File: src/rtl/hazard5_fetch.sv
// Hazard5 instruction fetch frontend: pipelined bus master, prefetch FIFO and 3-halfword CIR.
// Optional macro HAZARD5_FETCH_BYPASS_EN lets a kept beat skip an empty FIFO straight into CIR.
module hazard5_fetch #(
  parameter int                W_ADDR       = 32,
  parameter logic [W_ADDR-1:0] RESET_VECTOR = '0,
  parameter int                FIFO_DEPTH   = 2
) (
  input  logic              i_clk,
  input  logic              i_rst,
  output logic [W_ADDR-1:0] o_mem_addr,
  output logic              o_mem_addr_vld,
  input  logic              i_mem_addr_rdy,
  input  logic [31:0]       i_mem_rdata,
  input  logic              i_mem_rdata_vld,
  output logic [31:0]       o_fd_cir,
  output logic [1:0]        o_fd_cir_vld,
  input  logic [1:0]        i_df_cir_use,
  input  logic              i_d_jump_req,
  input  logic [W_ADDR-1:0] i_d_jump_target,
  input  logic              i_x_jump_req,
  input  logic [W_ADDR-1:0] i_x_jump_target,
  output logic              o_f_jump_rdy,
  output logic              o_f_jump_now,
  output logic [W_ADDR-1:0] o_f_jump_target
);

  localparam int W_CNT = 8;

  logic              r_run;
  logic              r_jump_pending;
  logic              r_skip_half;
  logic [W_ADDR-1:0] r_pc;
  logic [W_CNT-1:0]  r_inflight;
  logic [W_CNT-1:0]  r_discard;
  logic [31:0]       r_fifo [FIFO_DEPTH];
  logic [1:0]        r_rptr;
  logic [1:0]        r_wptr;
  logic [2:0]        r_level;
  logic [47:0]       r_cir;
  logic [1:0]        r_cir_cnt;

  logic              w_jump_rdy;
  logic              w_jump_now;
  logic [W_ADDR-1:0] w_jump_target;
  logic [W_CNT-1:0]  w_nd_inflight;
  logic              w_addr_vld;
  logic              w_addr_acc;
  logic              w_beat_drop;
  logic              w_beat_keep;
  logic              w_fifo_empty;
  logic              w_pop;
  logic              w_push;
  logic              w_bypass;
  logic              w_append_valid;
  logic [31:0]       w_append_word;
  logic [31:0]       w_append_half;
  logic [1:0]        w_cnt_used;
  logic [47:0]       w_cir_shift;
  logic [47:0]       w_cir_next;
  logic [1:0]        w_cnt_next;
  logic              w_unused;

  function automatic logic [1:0] ptrInc(input logic [1:0] p);
    return (p == 2'(FIFO_DEPTH - 1)) ? 2'd0 : p + 2'd1;
  endfunction

  assign w_jump_rdy    = !i_x_jump_req && !r_jump_pending;
  assign w_jump_now    = i_x_jump_req || (i_d_jump_req && w_jump_rdy);
  assign w_jump_target = i_x_jump_req ? i_x_jump_target : i_d_jump_target;
  assign w_unused      = w_jump_target[0];

  // Discarded beats still occupy the bus but never land, so they do not count against FIFO space.
  assign w_nd_inflight = r_inflight - r_discard;
  assign w_addr_vld    = r_run && (((W_CNT'(r_level) + w_nd_inflight) < W_CNT'(FIFO_DEPTH))
                                   || r_jump_pending);
  assign w_addr_acc    = w_addr_vld && i_mem_addr_rdy;

  assign w_beat_drop   = i_mem_rdata_vld && (r_discard != '0);
  assign w_beat_keep   = i_mem_rdata_vld && (r_discard == '0) && !w_jump_now;
  assign w_fifo_empty  = (r_level == 3'd0);

  assign w_cnt_used    = r_cir_cnt - i_df_cir_use;
  assign w_cir_shift   = r_cir >> {i_df_cir_use, 4'b0000};
  assign w_pop         = (w_cnt_used <= 2'd1) && !w_fifo_empty;

`ifdef HAZARD5_FETCH_BYPASS_EN
  assign w_bypass      = w_beat_keep && w_fifo_empty && (w_cnt_used <= 2'd1);
`else
  assign w_bypass      = 1'b0;
`endif

  assign w_push         = w_beat_keep && !w_bypass;
  assign w_append_valid = w_pop || w_bypass;
  assign w_append_word  = w_pop ? r_fifo[r_rptr] : i_mem_rdata;

  always_comb begin
    w_cir_next    = w_cir_shift;
    w_cnt_next    = w_cnt_used;
    w_append_half = r_skip_half ? {16'h0000, w_append_word[31:16]} : w_append_word;
    if (w_append_valid) begin
      if (w_cnt_used == 2'd0) w_cir_next[31:0]  = w_append_half;
      else                    w_cir_next[47:16] = w_append_half;
      w_cnt_next = w_cnt_used + (r_skip_half ? 2'd1 : 2'd2);
    end
  end

  always_ff @(posedge i_clk) begin
    if (w_push && !i_rst) r_fifo[r_wptr] <= i_mem_rdata;
  end

  always_ff @(posedge i_clk) begin
    if (i_rst) begin
      r_run          <= 1'b0;
      r_jump_pending <= 1'b0;
      r_skip_half    <= 1'b0;
      r_pc           <= RESET_VECTOR;
      r_inflight     <= '0;
      r_discard      <= '0;
      r_rptr         <= 2'd0;
      r_wptr         <= 2'd0;
      r_level        <= 3'd0;
      r_cir          <= '0;
      r_cir_cnt      <= 2'd0;
    end else begin
      r_run      <= 1'b1;
      r_inflight <= r_inflight + W_CNT'(w_addr_acc) - W_CNT'(i_mem_rdata_vld);
      if (w_jump_now) begin
        // Everything still on the bus after this edge is stale, including a request accepted now.
        r_discard      <= r_inflight + W_CNT'(w_addr_acc) - W_CNT'(i_mem_rdata_vld);
        r_pc           <= {w_jump_target[W_ADDR-1:2], 2'b00};
        r_skip_half    <= w_jump_target[1];
        r_jump_pending <= !w_addr_acc;
        r_rptr         <= 2'd0;
        r_wptr         <= 2'd0;
        r_level        <= 3'd0;
        r_cir          <= '0;
        r_cir_cnt      <= 2'd0;
      end else begin
        if (w_beat_drop) r_discard <= r_discard - W_CNT'(1);
        if (w_addr_acc) begin
          r_pc           <= r_pc + W_ADDR'(4);
          r_jump_pending <= 1'b0;
        end
        if (w_push) r_wptr <= ptrInc(r_wptr);
        if (w_pop)  r_rptr <= ptrInc(r_rptr);
        r_level   <= r_level + 3'(w_push) - 3'(w_pop);
        r_cir     <= w_cir_next;
        r_cir_cnt <= w_cnt_next;
        if (w_append_valid) r_skip_half <= 1'b0;
      end
    end
  end

  assign o_mem_addr      = r_pc;
  assign o_mem_addr_vld  = w_addr_vld;
  assign o_fd_cir        = r_cir[31:0];
  assign o_fd_cir_vld    = (r_cir_cnt == 2'd3) ? 2'd2 : r_cir_cnt;
  assign o_f_jump_rdy    = w_jump_rdy;
  assign o_f_jump_now    = w_jump_now;
  assign o_f_jump_target = w_jump_target;

  always_ff @(posedge i_clk) begin
    if (!i_rst) begin
      assert (!(w_push && (r_level == 3'(FIFO_DEPTH))));
      assert (i_df_cir_use <= o_fd_cir_vld);
    end
  end

endmodule
File: config.mk
export PLATFORM = sky130hd
export DESIGN_NAME = hazard5_fetch
export DESIGN_NICKNAME = d
export VERILOG_FILES = /design/src/rtl/hazard5_fetch.sv
export SDC_FILE = /design/constraint.sdc
export NUM_CORES = 1
export LEC_CHECK = 0
export ABC_AREA = 0
export CORE_MARGIN = 4
export CORE_UTILIZATION = 30
export DETAILED_ROUTE_END_ITERATION = 10
export PLACE_DENSITY = 0.61
export SYNTH_ARGS = -nofsm -noshare
export SYNTH_HDL_FRONTEND = slang
export SYNTH_SLANG_ARGS = --single-unit
File: constraint.sdc
create_clock -name i_clk -period 4.2 [get_ports i_clk]
set_input_delay 0.42 -clock i_clk [delete_from_list [all_inputs] [get_ports i_clk]]
set_output_delay 0.42 -clock i_clk [all_outputs]
set_load 0.01 [all_outputs]
==> results.tsv <==
stage	metric	value	unit
yosys	Area contributors post-synth	dfxtp_1 (23%), edfxtp_1 (21%), mux2_2 (6.0%)	
yosys	leading area contributor after synthesis	dfxtp_1	
cells_and_area	leading cell type in the layout, fill and taps excluded	clkdlybuf4s50_1	
timing	RSZ-0062 raised after global routing	yes	
cells_and_area	Core Util, Final	40.6	%
clocking	hold-fix buffer count after cts	0	
timing	Slew @ Worst Pin	1100	ps
global_route	pin count of the biggest net entering global routing	62	
routing	Antenna Violating Nets Remaining	0	
worst_setup_path	CP max stage cell	fa_2	
yosys	synthesis-stage register bit count	169	
floorplan	IO Pins	205	
clocking	clock root cell	clkbuf_16	
worst_setup_path	FF-to-FF path depth	21	
timing	Slew Limit Fails	0	
cells_and_area	nets@finish	1239	
routing	vias post-DR	7589	
worst_setup_path	worst path bufs/invs	5	
routing	DR DRC count	0	
worst_setup_path	Arrival @ worst endpoint	4350	ps
routing	routed len/inst	17.7	um
clocking	Max Root-Sink Buffers	2	
timing	# setup viols final	0	
power	P per Cell Area	444	nW/um^2
yosys	Synth cell types	57	
status	run status	completed	
timing	final hold violation count	0	
yosys	YS warnings	0	
timing	Final Skew	11.0	ps
timing	Max-slew headroom	26.5	%
floorplan	row count	63	
cells_and_area	# diodes	0	
floorplan	Core Region	29700	sq um
cells_and_area	synth-to-layout area growth	33.2	%
cells_and_area	Final Instance Area	12100	sq um
power	Worst VDD drop	0.000221	V
floorplan	Die Span Y	182	um
worst_setup_path	reg2reg setup slack	150	ps
cells_and_area	most frequent cells in the layout	clkdlybuf4s50_1 (202), nor2_1 (104), dfxtp_1 (99)	
worst_setup_path	type of the worst setup path	reg -> reg	
routing	vias per inst	5.03	
worst_setup_path	worst stage delay on the critical path	490	ps
floorplan	Die Span X	182	um
placed_design	placed inst area	11300	sq um
worst_setup_path	CP Cell Sequence	inv_4 -> fa_2 -> buf_6 -> fa_2 -> xor2_1 -> o311ai_0 -> nor3_1 -> and3_1 -> a21o_2 -> inv_2 -> ha_4 -> inv_2 -> ha_4 -> buf_6 -> a21o_1 -> a21oi_2 -> o21bai_1 -> a2111oi_1 -> or3_1 -> xnor2_2 -> a211oi_2	
worst_setup_path	number of stages on the worst setup path	21	
clocking	Skew-Pair Late Insertion Delay	420	ps
clocking	TritonCTS Buffers	17	
routing	DRT Wirelength	26700	um
yosys	Async SR Flop Fraction	0	%
floorplan	Initial Utilization	30.5	%
placed_design	placer congestion estimate	0.824	
worst_setup_path	Setup crit start	r_inflight[1]$_SDFF_PP0_	
worst_setup_path	FF-to-FF Start	r_inflight[1]$_SDFF_PP0_	
placed_design	port buffer count	202	
clocking	Worst-path clk slew	70	ps
timing	max frequency	0.247	GHz
worst_setup_path	FF-to-FF End	r_discard[7]$_SDFFE_PP0P_	
cells_and_area	Fillers	2828	
worst_setup_path	CP Launch Type	flop	
clocking	TritonCTS clock tree	built	
worst_setup_path	kind of cell adding the most delay to the critical path	adder cells	
cells_and_area	share of layout cells above drive strength 1	13.6	%
placed_design	hpwl dp	19300	um
global_route	GRT Resource Usage Total	15.3	%
timing	Final Cycle Share	96.4	%
routing	DRT iter0 DRCs	631	
yosys	number of synthesized flops with an enable pin	64	
worst_setup_path	Worst setup EP type	flop	
worst_setup_path	CP Capture Point	r_discard[7]$_SDFFE_PP0P_	
global_route	first-pass GRT wire length	41000	um
worst_setup_path	critical path peak fanout	2	
global_route	initial antenna violation count	2	
floorplan	DIE AREA	33100	sq um
power	Pleak	4.15	nW
global_route	GRT overflow	0	
yosys	syn avg cell area	9.51	sq um
yosys	post-synth top area share	23.2	%
yosys	Gate Count Post-Synth	953	
worst_setup_path	Req. time, crit path	4500	ps
clocking	clk sinks	169	
yosys	mapped cell area	9060	sq um
global_route	vias in the first global route	7180	
min_path	HP Class	reg -> reg	
run	Max Cap Viol	0	
routing	Pre-antenna DRT Iters	5	
yosys	register area share after synthesis	44.4	%
clocking	H-tree levels	4	
yosys	Top FF cell, synth	dfxtp_1	
timing	Final min period	4050	ps
through the flow:
step / instances / setup WS, ps / setup TNS (ps) / total power [mW] / hold slack [ps]
2_1_floorplan: 954 / 10.6 / 0 / 3.05 / 490
3_5_place_dp: 1468 / 38.4 / 0 / 3.54 / 498
4_1_cts: 1500 / 4.66 / 0 / 5.19 / 508
6_report: 1508 / 150 / 0 / 5.36 / 507
5_1_grt: 1508 / -51.7 / -116 / 5.65 / 521
3_3_place_gp: 1468 / 126 / 0 / 3.53 / 489
area by class of cell:
cell class              count  area [sq um]  area share (%)
repair buffers            233          2260            18.7
clock buffers              20           437            3.62
well taps                 390           488            4.04
multi-input cells         644          4520            37.5
clock inverters            12           174            1.44
inverters                  40           153            1.26
flip-flops and latches    169          4040            33.4
where the power goes:
part | internal (mW) | switching (mW)
clock | 0.994 | 0.645
combinational | 0.885 | 0.928
sequential | 1.80 | 0.103
how the worst min path moves through the flow:
stage	from	end	slack, ps	depth (start not counted)
after CTS	o_mem_addr[31]$_SDFFE_PP0P_	o_mem_addr[31]$_SDFFE_PP0P_	510	2
after detailed placement	o_mem_addr[31]$_SDFFE_PP0P_	o_mem_addr[31]$_SDFFE_PP0P_	500	2
after global routing	o_mem_addr[31]$_SDFFE_PP0P_	o_mem_addr[31]$_SDFFE_PP0P_	520	2
final	o_mem_addr[31]$_SDFFE_PP0P_	o_mem_addr[31]$_SDFFE_PP0P_	510	2
after floorplan	r_rptr[0]$_SDFFE_PP0P_	flop	490	2
after global placement	o_mem_addr[31]$_SDFFE_PP0P_	o_mem_addr[31]$_SDFFE_PP0P_	490	2
worst register-to-register path, cell delays in order, from the launching register on:
cell and delay [ps]:
dfxtp_4 360, inv_4 40, fa_2 490, buf_6 140, fa_2 340, xor2_1 160, o311ai_0 140, nor3_1 180
and3_1 200, a21o_2 140, inv_2 50, ha_4 250, inv_2 30, ha_4 150, buf_6 100, a21o_1 160
a21oi_2 170, o21bai_1 100, a2111oi_1 310, or3_1 190, xnor2_2 130, a211oi_2 90
synthesized netlist by cell type (12+ instances only):
cell type  count
or4_1         12
mux2_2        48
buf_4         36
nor2_1       105
and3_1        12
edfxtp_1      64
a21oi_1       47
o21ai_0       54
o31ai_1       12
a211oi_1      41
a31oi_1       35
nor2b_1       20
nand3_1       13
clkbuf_1      52
inv_1         38
dfxtp_1      105
nor3_1        19
ha_1          25
nor3b_1       16
o22ai_1       17
mux2i_1       35
xnor2_1       19
or3_1         12
nand2_1       31
state kept, by name, indices dropped and copies added (netlist names), 2 cells and up, named ones only:
signal	flops
r_discard	8
r_inflight	8
r_level	3
o_mem_addr	30
r_cir	48
r_fifo	64
r_cir_cnt	2
cells by family after synthesis:
group           after synthesis  synth area share (%)
xor+xnor                     25                  2.42
buf+inv                     141                  7.55
flops                       169                  44.4
mux                          83                  9.83
compound gates              230                  15.9
simple gates                274                  15.3
fa+ha+maj                    30                  4.56
other cells                   1                0.0414
routing by layer:
| layer | vias to the layer above | wire (um) | track usage, % |
|---|---|---|---|
| li1 | 3737 | - | - |
| met1 | 3653 | 12700 | 21.9 |
| met2 | 169 | 12100 | 23.4 |
| met3 | 26 | 1440 | 3.77 |
| met4 | 4 | 380 | 3.54 |
| met5 | - | 27 | 0 |
timing repair:
action	4_1_cts	5_1_grt
pin swaps	3	21
endpoints found under the setup margin	1	6
gates resized for setup	0	34
buffers inserted	0	8
(Power assumes the default switching activity.)
